==> config.mk <==
export PLATFORM = sky130hd
export DESIGN_NAME = mem_access_unit
export DESIGN_NICKNAME = d
export VERILOG_FILES = /design/src/rtl/mem_access_pkg.sv /design/src/rtl/byte_lane_merge.sv /design/src/rtl/mem_access_unit.sv
export SDC_FILE = /design/constraint.sdc
export NUM_CORES = 1
export LEC_CHECK = 0
export CAP_MARGIN = 0
export CORE_ASPECT_RATIO = 0.7
export CORE_MARGIN = 10
export CORE_UTILIZATION = 25
export CTS_CLUSTER_DIAMETER = 150
export DETAILED_ROUTE_END_ITERATION = 10
export PLACE_DENSITY_LB_ADDON = 0.3
export SYNTH_ARGS = -nofsm -noshare
export SYNTH_HDL_FRONTEND = slang
export SYNTH_SLANG_ARGS = --single-unit
==> constraint.sdc <==
create_clock -name clk -period 4.3 [get_ports clk]
set_input_delay 0.86 -clock clk [delete_from_list [all_inputs] [get_ports clk]]
set_output_delay 0.86 -clock clk [all_outputs]
set_load 0.05 [all_outputs]
==> src/rtl/mem_access_pkg.sv <==
//==============================================================================
// Module      : mem_access_pkg
// Description : Shared op encodings, FSM state type and default memory depth
//               for the load/store sequencer.
// Revision    : 1.0 - initial release
//==============================================================================
`default_nettype none

package mem_access_pkg;

    // Depth of the data memory in 32-bit words
    localparam int DEFAULT_DEPTH_WORDS = 2048;

    // Memory operation encodings
    localparam logic [2:0] OP_LW  = 3'b000;
    localparam logic [2:0] OP_LH  = 3'b001;
    localparam logic [2:0] OP_LHU = 3'b010;
    localparam logic [2:0] OP_LB  = 3'b011;
    localparam logic [2:0] OP_LBU = 3'b100;
    localparam logic [2:0] OP_SW  = 3'b101;
    localparam logic [2:0] OP_SH  = 3'b110;
    localparam logic [2:0] OP_SB  = 3'b111;

    // Sequencer states
    typedef enum logic [2:0] {
        ST_IDLE   = 3'd0,
        ST_LOAD   = 3'd1,
        ST_STORE  = 3'd2,
        ST_RMW_RD = 3'd3,
        ST_RMW_WR = 3'd4,
        ST_DONE   = 3'd5
    } state_t;

    // Word ops need a 4-byte aligned address, halfword ops a 2-byte one
    function automatic logic is_misaligned(input logic [2:0] op, input logic [1:0] lo);
        logic bad;
        bad = 1'b0;
        case (op)
            OP_LW, OP_SW:          bad = (lo != 2'b00);
            OP_LH, OP_LHU, OP_SH:  bad = lo[0];
            default:               bad = 1'b0;
        endcase
        return bad;
    endfunction

endpackage

`default_nettype wire

==> src/rtl/byte_lane_merge.sv <==
//==============================================================================
// Module      : byte_lane_merge
// Description : Little-endian lane extraction with sign/zero extension for
//               loads, and sub-word lane replacement for stores.
// Revision    : 1.0 - initial release
//==============================================================================
`default_nettype none

module byte_lane_merge
    import mem_access_pkg::*;
(
    input  logic [2:0]  op,
    input  logic [1:0]  addr_lo,
    input  logic [31:0] word_in,
    input  logic [31:0] store_data,
    output logic [31:0] load_val,
    output logic [31:0] merged
);

    logic [7:0]  w_byte;
    logic [15:0] w_half;

    // Select the addressed byte/halfword and extend it; build the merged store word
    always_comb begin
        w_byte   = word_in[{addr_lo, 3'b000} +: 8];
        w_half   = addr_lo[1] ? word_in[31:16] : word_in[15:0];
        load_val = word_in;
        merged   = word_in;
        case (op)
            OP_LH:   load_val = {{16{w_half[15]}}, w_half};
            OP_LHU:  load_val = {16'h0000, w_half};
            OP_LB:   load_val = {{24{w_byte[7]}}, w_byte};
            OP_LBU:  load_val = {24'h000000, w_byte};
            OP_SB:   merged[{addr_lo, 3'b000} +: 8] = store_data[7:0];
            OP_SH:   merged[{addr_lo[1], 4'b0000} +: 16] = store_data[15:0];
            default: load_val = word_in;
        endcase
    end

endmodule

`default_nettype wire

==> src/rtl/mem_access_unit.sv <==
//==============================================================================
// Module      : mem_access_unit
// Description : Single-outstanding load/store sequencer driving a word-
//               addressed data memory; sub-word stores use read-modify-write,
//               bad addresses complete with err and no memory access.
// Revision    : 1.0 - initial release
//==============================================================================
`default_nettype none

module mem_access_unit
    import mem_access_pkg::*;
#(
    parameter int DEPTH_WORDS = DEFAULT_DEPTH_WORDS
) (
    input  logic        clk,
    input  logic        reset,
    input  logic        req,
    input  logic [2:0]  op,
    input  logic [31:0] addr,
    input  logic [31:0] wdata,
    output logic        busy,
    output logic        done,
    output logic        err,
    output logic [31:0] rdata_out,
    output logic        CS,
    output logic        DM_R,
    output logic        DM_W,
    output logic [31:0] dm_addr,
    output logic [31:0] dm_wdata,
    input  logic [31:0] dm_rdata
);

    localparam logic [31:0] C_DEPTH = 32'(DEPTH_WORDS);

    state_t      state_q,  state_d;
    logic [2:0]  op_q,     op_d;
    logic [31:0] addr_q,   addr_d;
    logic [31:0] wdata_q,  wdata_d;
    logic [31:0] merge_q,  merge_d;
    logic [31:0] rdata_q,  rdata_d;
    logic        err_q,    err_d;

    logic        w_bad_req;
    logic [31:0] w_word_in;
    logic [31:0] w_load_val;
    logic [31:0] w_merged;

    // Misalignment or word index beyond the memory depth rejects the request
    assign w_bad_req = is_misaligned(op, addr[1:0]) || ({2'b00, addr[31:2]} >= C_DEPTH);

    // Loads extract from live memory data; the RMW write merges into the captured word
    assign w_word_in = (state_q == ST_RMW_WR) ? merge_q : dm_rdata;

    byte_lane_merge u_lane (
        .op         (op_q),
        .addr_lo    (addr_q[1:0]),
        .word_in    (w_word_in),
        .store_data (wdata_q),
        .load_val   (w_load_val),
        .merged     (w_merged)
    );

    // Next-state and request/result latch logic
    always_comb begin
        state_d = state_q;
        op_d    = op_q;
        addr_d  = addr_q;
        wdata_d = wdata_q;
        merge_d = merge_q;
        rdata_d = rdata_q;
        err_d   = err_q;
        case (state_q)
            ST_IDLE: begin
                if (req) begin
                    op_d    = op;
                    addr_d  = addr;
                    wdata_d = wdata;
                    err_d   = w_bad_req;
                    if (w_bad_req) begin
                        state_d = ST_DONE;
                    end else begin
                        case (op)
                            OP_SW:        state_d = ST_STORE;
                            OP_SH, OP_SB: state_d = ST_RMW_RD;
                            default:      state_d = ST_LOAD;
                        endcase
                    end
                end
            end
            ST_LOAD: begin
                rdata_d = w_load_val;
                state_d = ST_DONE;
            end
            ST_STORE:  state_d = ST_DONE;
            ST_RMW_RD: begin
                merge_d = dm_rdata;
                state_d = ST_RMW_WR;
            end
            ST_RMW_WR: state_d = ST_DONE;
            ST_DONE:   state_d = ST_IDLE;
            default:   state_d = ST_IDLE;
        endcase
    end

    // State and latch registers; reset aborts any operation and clears results
    always_ff @(posedge clk) begin
        if (reset) begin
            state_q <= ST_IDLE;
            op_q    <= 3'b000;
            addr_q  <= 32'h0;
            wdata_q <= 32'h0;
            merge_q <= 32'h0;
            rdata_q <= 32'h0;
            err_q   <= 1'b0;
        end else begin
            state_q <= state_d;
            op_q    <= op_d;
            addr_q  <= addr_d;
            wdata_q <= wdata_d;
            merge_q <= merge_d;
            rdata_q <= rdata_d;
            err_q   <= err_d;
        end
    end

    // Status outputs decoded from the registered state
    always_comb begin
        busy = (state_q != ST_IDLE);
        done = (state_q == ST_DONE);
        err  = (state_q == ST_DONE) && err_q;
    end

    // Memory strobes; gating with reset keeps a reset cycle from writing memory
    always_comb begin
        DM_R = ~reset && ((state_q == ST_LOAD)  || (state_q == ST_RMW_RD));
        DM_W = ~reset && ((state_q == ST_STORE) || (state_q == ST_RMW_WR));
        CS   = DM_R || DM_W;
    end

    // Memory address/data, held steady by the latches for the whole access cycle
    always_comb begin
        dm_addr  = {addr_q[31:2], 2'b00};
        dm_wdata = 32'h0;
        if (state_q == ST_STORE) begin
            dm_wdata = wdata_q;
        end else if (state_q == ST_RMW_WR) begin
            dm_wdata = w_merged;
        end
    end

    assign rdata_out = rdata_q;

endmodule

`default_nettype wire

==> results by group, run 1 <==
Status
  – Outcome: finished clean

Cells and area
  – Final Cell Area: 9998 sq um
  – Non-filler cells, final: 1,469
  – Final net count: 1,192
  – Ratio of cells with drive above 1 in the final layout: 0.09563
  – Ant diodes: 0
  – Area Growth Syn to Fin: 43.00%
  – Utilization after layout: 0.3610

Routing
  – Final wirelength: 29,250 um
  – Vias per Instance: 4.902
  – Starting DRT DRC Count: 613
  – Post-route ant nets: 0
  – DRC viols: 0
  – Vias: 7,201
  – WL per Instance: 19.91 um
  – DRT Pass-1 Iters: 5

Setup path
  – CP max stage delay: 0.71 ns
  – CP max FO: 11
  – R2r startpoint: state_q[0]
  – Worst setup EP type: primary output
  – R2r endpoint: rdata_out[18]
  – Reg2Reg Setup Slack: 1.13 ns
  – R2r worst-path depth: 5
  – Critical-path top delay cell: nor4b_2
  – Setup crit start kind: register
  – Cells along the critical path: inv_1 > ha_1 > nor4b_2 > a221oi_1 > o21ai_0 > buf_12
  – Crit Path Category: register to primary output
  – CP arrival: 3.10 ns
  – Critical Path RT: 3.44 ns

Placement
  – Detailed placer's ending HPWL: 21,700 um
  – IO buf count: 201
  – Post-DP Area: 9404 sq um
  – DP Worst Slack: 0.8166 ns
  – Placed Cells: 1,437
  – RD Place Congestion: 0.8721

CTS
  – Clk Latency, worst-skew pair: 0.44 ns
  – Postcts setup bufs: 0
  – Reg clk slew, reported paths: 0.06 ns
  – Clock root buffer: clkbuf_16
  – CTS Buf Count: 17
  – Post-CTS sizing: 0
  – Clock Path Buffers: 2
  – Cts hold-fix bufs: 0
  – H-tree depth: 4
  – # clock sinks: 135
  – CTS tree: done

STA
  – Clock Skews: 0.01109 ns
  – Pins over their slew limit: 0
  – Worst rel slew slack: 0.3590
  – Tightest Pin Transition: 0.9546 ns
  – Hold slack: 0.4534 ns
  – Final Hold Violating Endpoints: 0
  – Final TNS setup: 0 ns
  – # setup viols final: 0
  – Minimum clock period: 3.957 ns
  – Tcrit/Tclk final: 0.9202
  – Unrepaired setup endpoints after global routing: false
  – Top achievable clock speed: 252.7 MHz
  – Final setup margin: 0.3430 ns

Power and ir drop
  – Switch Pwr: 1.272 mW
  – Flop pwr share: 0.365
  – Clk pwr share: 0.399
  – P_int: 2.510 mW
  – Post-layout total power: 3.782 mW
  – LEAKAGE: 3.563 nW
  – Sw Share: 0.3363
  – Peak supply drop: 0.0002406 V
  – Combinational cell fraction of total power: 0.236
  – Pwr Density: 378.2 nW/um^2

Floorplan
  – Die area: 35,160 sq um
  – Starting Density: 0.2525
  – Core area: 27,690 sq um
  – I/O Pins: 204
  – Die Ht: 159.9 um
  – Row cnt: 51
  – Die width: 219.9 um

Yosys
  – Yosys warns: 0
  – Sequential area share after synthesis: 0.3865
  – Syn Std Cell Area: 6992 sq um
  – Largest cells by area after synthesis: dfxtp_1, nand2_1, a21oi_1
  – Mean post-synth cell area: 7.367 sq um
  – Top FF cell, synth: dfxtp_1
  – Leading area contributor after synthesis: dfxtp_1
  – Share of the synthesized area in the top cell type: 0.3865
  – Post-synthesis cell type count: 55
  – Syn Inst Count: 949
  – Seq cells post-synth: 135
  – Async SR Flop Fraction: 0
  – Number of enable flip-flop cells after synthesis: 0

Hold path
  – WHS Endpoint: addr_q[3]
  – Worst hold path cell count: 2
  – Hold Startpoint: addr_q[3]
  – Hold WC Path Type: register to register

Flow run
  – Max Cap Viol: 0

Global route
  – Total gr overflow: 0
  – Initial antenna violation count: 0
  – Total GRT Usage: 0.1617
  – Global-route wire length before repair: 43,700 um
  – Pin count of the biggest net entering global routing: 63
  – Vias in the first global route: 6,894
## worst max path at each step
stage / cells past startpoint / start / end / slack, ns
final: 6 / addr_q[0] / dm_wdata[28] / 0.34
after detailed placement: 6 / addr_q[0] / dm_wdata[28] / 0.82
after CTS: 6 / addr_q[0] / dm_wdata[28] / 0.35
after global placement: 7 / addr_q[1] / dm_wdata[22] / 0.91
after global routing: 7 / addr_q[1] / dm_wdata[22] / 0.15
after floorplan: 8 / addr_q[1] / dm_wdata[10] / 0.24
## cells in the final DEF (no fill, tap or decap), types with 5 or more instances in the layout
cell type        netlist  layout
dfxtp_1              135     135
o21ai_0               29      29
mux2i_1               28      28
o211ai_1               7       7
nand2_1              251     250
buf_4                 32      16
clkbuf_16              0      17
a211oi_2              10      10
ha_1                   5       5
a32oi_1                7       7
clkinv_4               0       5
buf_12                 0      32
a221o_1                8       8
o22ai_1                8       8
nand3_1               18      18
a221oi_1              12      12
clkdlybuf4s50_1        0     168
inv_1                 13      13
nor3_1                19      18
nor2_1                86      84
a21oi_1              136     136
a22oi_1                8       8
a21o_1                 8       8
a211oi_1               7       7
## cells in the mapped netlist, types with 2 or more instances
cell type,number
ha_1,5
mux4_2,2
o211ai_1,7
nor2b_1,2
a32oi_1,7
buf_6,2
o21ai_1,4
a211oi_1,7
mux2i_1,28
inv_1,13
o22ai_1,8
or2_2,2
clkbuf_1,60
nand3_1,18
xnor2_1,3
o21ai_0,29
and2_1,3
a21oi_1,136
a41oi_1,2
a211oi_2,10
a221oi_1,12
a21o_1,8
buf_2,4
nor2_1,86
buf_1,2
and3_1,3
buf_4,32
nand2_1,251
or3_1,2
nor4_1,4
dfxtp_1,135
nor3b_1,2
nor3_1,19
a221o_1,8
nand2b_1,4
a22oi_1,8
o21a_1,3
## sequential cells by signal (all words and copies together) (netlist names)
signal,count
addr_q,32
merge_q,32
rdata_out,32
wdata_q,32
op_q,3
state_q,3
err_q,1
## layer usage
| layer | share of wire | global-route usage |
|---|---|---|
| met1 | 0.49 | 0.2296 |
| met2 | 0.41 | 0.2234 |
| met3 | 0.096 | 0.06418 |
| met4 | 0.010 | 0.03198 |
| met5 | 0 | 0 |
## worst max-delay path, delay by kind of cell (launching register included)
| family | cells | cell delay (ns) |
|---|---|---|
| simple gates | 1 | 0.71 |
| buf+inv | 2 | 0.40 |
| fa+ha+maj | 1 | 0.40 |
| compound gates | 2 | 0.62 |
| flops | 1 | 0.54 |
## cell type report
type	instances	area [sq um]
clock inverters	15	168.9
clock buffers	17	425.4
flip-flops and latches	135	2703
fillers	2943	17700
well taps	371	464.2
inverters	13	48.80
multi-input cells	702	3746
repair buffers	216	2442
## logic make-up (layout without fill, tap and decap cells)
| family | after synthesis | after routing | share of synthesized area |
|---|---|---|---|
| other | 1 | 2 | 0.0005363 |
| adders and majority gates | 5 | 5 | 0.008948 |
| DFF | 135 | 135 | 0.3865 |
| AOI/OAI and AO/OA | 258 | 258 | 0.2350 |
| and+or+nand+nor | 404 | 404 | 0.2380 |
| xor gates and xnor gates | 3 | 3 | 0.003759 |
| buffers and inverters | 113 | 261 | 0.08071 |
| muxes | 30 | 30 | 0.04653 |
## power by group through the flow
stage | combinational, mW | clock (mW) | sequential [mW]
after floorplan | 0.461 | 0 | 1.48
after global placement | 0.889 | 0 | 1.40
after detailed placement | 0.891 | 0 | 1.41
after CTS | 0.895 | 1.53 | 1.38
after global routing | 0.954 | 1.59 | 1.39
final | 0.892 | 1.51 | 1.38
(Power assumes the default switching activity.)
==> run 2, diff against run 1 <==
- SKIP_CTS_REPAIR_TIMING: default -> 1
==> results of run 2 <==
The final DEF is identical to that of run 1; final timing and power are the same.
==> run 3, diff against run 2 <==
- RECOVER_POWER: default -> 25
==> run 3 against run 2 <==
Effect of this change: non-clock buffer count unchanged; the run now ends with capacitance limit, slew limit left; via count hardly changed; critical path type unchanged; wire length about the same; combinational power about the same; flip-flop and latch count did not move; sequential power about the same; design area is 0.18% lower; count of clock-buffer cells in the layout unchanged; largest power group unchanged; largest cell class unchanged.
==> results by group, run 3 (synthesized netlist as in run 1, its figures left out) <==
Global route
  – GR Util met1: 0.2296 (unchanged)
  – Total gr overflow: 0 (unchanged)
  – Vias in the first global route: 6,894 (unchanged)
  – Initial antenna violation count: 0 (unchanged)
  – Total GRT Usage: 0.1617 (unchanged)
  – Global-route wire length before repair: 43,700 um (unchanged)
  – Pin count of the biggest net entering global routing: 63 (unchanged)
  – Grt met3 use: 0.06418 (unchanged)
  – Gr busiest metal: met1
  – GR Util met2: 0.2234 (unchanged)

STA
  – Final TNS setup: 0 ns (unchanged)
  – Final setup margin: 0.3330 ns (-0.009968 ns)
  – Pins over their slew limit: 33 (+33)
  – Top achievable clock speed: 252.1 MHz (-0.25%)
  – Unrepaired setup endpoints after global routing: false
  – Worst rel slew slack: -0.3740 (-0.7330)
  – Minimum clock period: 3.967 ns (+0.009968 ns)
  – # setup viols final: 0 (unchanged)
  – Final Hold Violating Endpoints: 0 (unchanged)
  – Tightest Pin Transition: 2.061 ns (+1.106 ns)
  – Clock Skews: 0.009492 ns (-0.001596 ns)
  – Tcrit/Tclk final: 0.9225 (+0.002318)

Floorplan
  – I/O Pins: 204 (unchanged)
  – Row cnt: 51 (unchanged)
  – Die area: 35,160 sq um (unchanged)
  – Core area: 27,690 sq um (unchanged)
  – Die width: 219.9 um (unchanged)
  – Starting Density: 0.2525 (unchanged)
  – Die Ht: 159.9 um (unchanged)

Power and ir drop
  – Sw Share: 0.3360 (about the same)
  – Clk pwr share: 0.399 (about the same)
  – Pwr Density: 378.5 nW/um^2 (about the same)
  – P_int: 2.508 mW (about the same)
  – Switch Pwr: 1.269 mW (-0.20%)
  – Flop pwr share: 0.365 (about the same)
  – LEAKAGE: 3.593 nW (+0.84%)
  – Peak supply drop: 0.0002388 V (-0.76%)
  – Combinational cell fraction of total power: 0.236 (about the same)

CTS
  – # clock sinks: 135 (unchanged)
  – Reg clk slew, reported paths: 0.06 ns (about the same)
  – Clock Path Buffers: 2 (unchanged)
  – CTS tree: done
  – Clk Latency, worst-skew pair: 0.43 ns (about the same)
  – CTS Buf Count: 17 (unchanged)
  – Clock root buffer: clkbuf_16
  – H-tree depth: 4 (unchanged)

Cells and area
  – Most frequent cells in the layout: nand2_1, clkdlybuf4s50_1, a21oi_1
  – Area Growth Syn to Fin: 42.75%
  – Most common cell after layout, fill and taps aside: nand2_1
  – Ant diodes: 0 (unchanged)
  – Ratio of cells with drive above 1 in the final layout: 0.09381 (-0.001821)
  – Final net count: 1,192 (unchanged)

Placement
  – RD Place Congestion: 0.8721 (unchanged)
  – DP Worst Slack: 0.8166 ns (unchanged)
  – IO buf count: 201 (unchanged)
  – Detailed placer's ending HPWL: 21,700 um (unchanged)

Setup path
  – CP arrival: 3.11 ns (about the same)
  – Worst setup EP type: primary output
  – Setup crit start kind: register
  – Crit Path Category: register to primary output
  – R2r worst-path depth: 5 (unchanged)
  – Critical Path RT: 3.44 ns (about the same)
  – CP max FO: 11 (unchanged)

Routing
  – WL per Instance: 19.93 um (about the same)
  – Post-route ant nets: 0 (unchanged)
  – Vias: 7,206 (+0.069%)
  – DRC viols: 0 (unchanged)
  – DRT Pass-1 Iters: 5 (unchanged)
  – Vias per Instance: 4.905 (about the same)
  – Starting DRT DRC Count: 644 (+5.1%)
  – Final wirelength: 29,270 um (about the same)

Hold path
  – Hold WC Path Type: register to register
  – Worst hold path cell count: 2 (unchanged)

Flow run
  – Max Cap Viol: 1 (+1)

Status
  – Outcome: complete, but fails checks
  – Failing checks: capacitance limit, slew limit
## run 3: changes by cell type in the layout (fill, tap and decap cells not counted), moves of 4 or more
cell,change
clkdlybuf4s50_1,-11
clkbuf_2,+4
buf_4,-4
dlygate4sd3_1,+11
## run 3: worst paths after layout
check,start,endpoint,slack [ns]
hold / removal,addr_q[3],addr_q[3],0.45
setup / recovery,addr_q[0],dm_wdata[28],0.33
hold reg to reg,addr_q[3],addr_q[3],0.45
setup reg to reg,state_q[0],rdata_out[18],1.10
## run 3: metrics by stage
stage	instances	instance area, sq um	power [mW]	utilization	hold slack (ns)
CTS	1469	9998	3.810	0.3610	0.4557
floorplan	950	6995	1.939	-	0.4357
global placement	1437	9404	2.293	0.3396	0.4410
global route	1469	9981	3.934	0.3604	0.4657
finish	1469	9981	3.777	0.3604	0.4495
detailed placement	1437	9404	2.297	0.3396	0.4458
## run 3: layout make-up
| cell class | count | area (sq um) |
|---|---|---|
| fill | 2944 | 17710 |
| multi-input combinational | 702 | 3739 |
| sequential | 135 | 2703 |
| timing repair buffer | 216 | 2432 |
| tap | 371 | 464.2 |
| clock buffer | 17 | 425.4 |
| clock inverter | 15 | 168.9 |
| inverter | 13 | 48.80 |
## run 3: worst max-delay path, cell delays in order, from the launching register on
cell and delay, ns:
dfxtp_1 0.54, inv_1 0.20, ha_1 0.40, nor4b_2 0.71, a221oi_1 0.19, o21ai_0 0.44, buf_12 0.20
## run 3: power groups by stage
stage | sequential [mW] | clock (mW) | combinational (mW)
after floorplan | 1.48 | 0 | 0.461
after global placement | 1.40 | 0 | 0.889
after detailed placement | 1.41 | 0 | 0.891
after CTS | 1.38 | 1.53 | 0.895
after global routing | 1.39 | 1.59 | 0.951
final | 1.38 | 1.51 | 0.890
## run 3: per-layer routing
metal	vias to the layer above	routed length (um)
li1	3517	-
met1	3373	14060
met2	296	12000
met3	20	2938
met4	0	272
met5	-	0
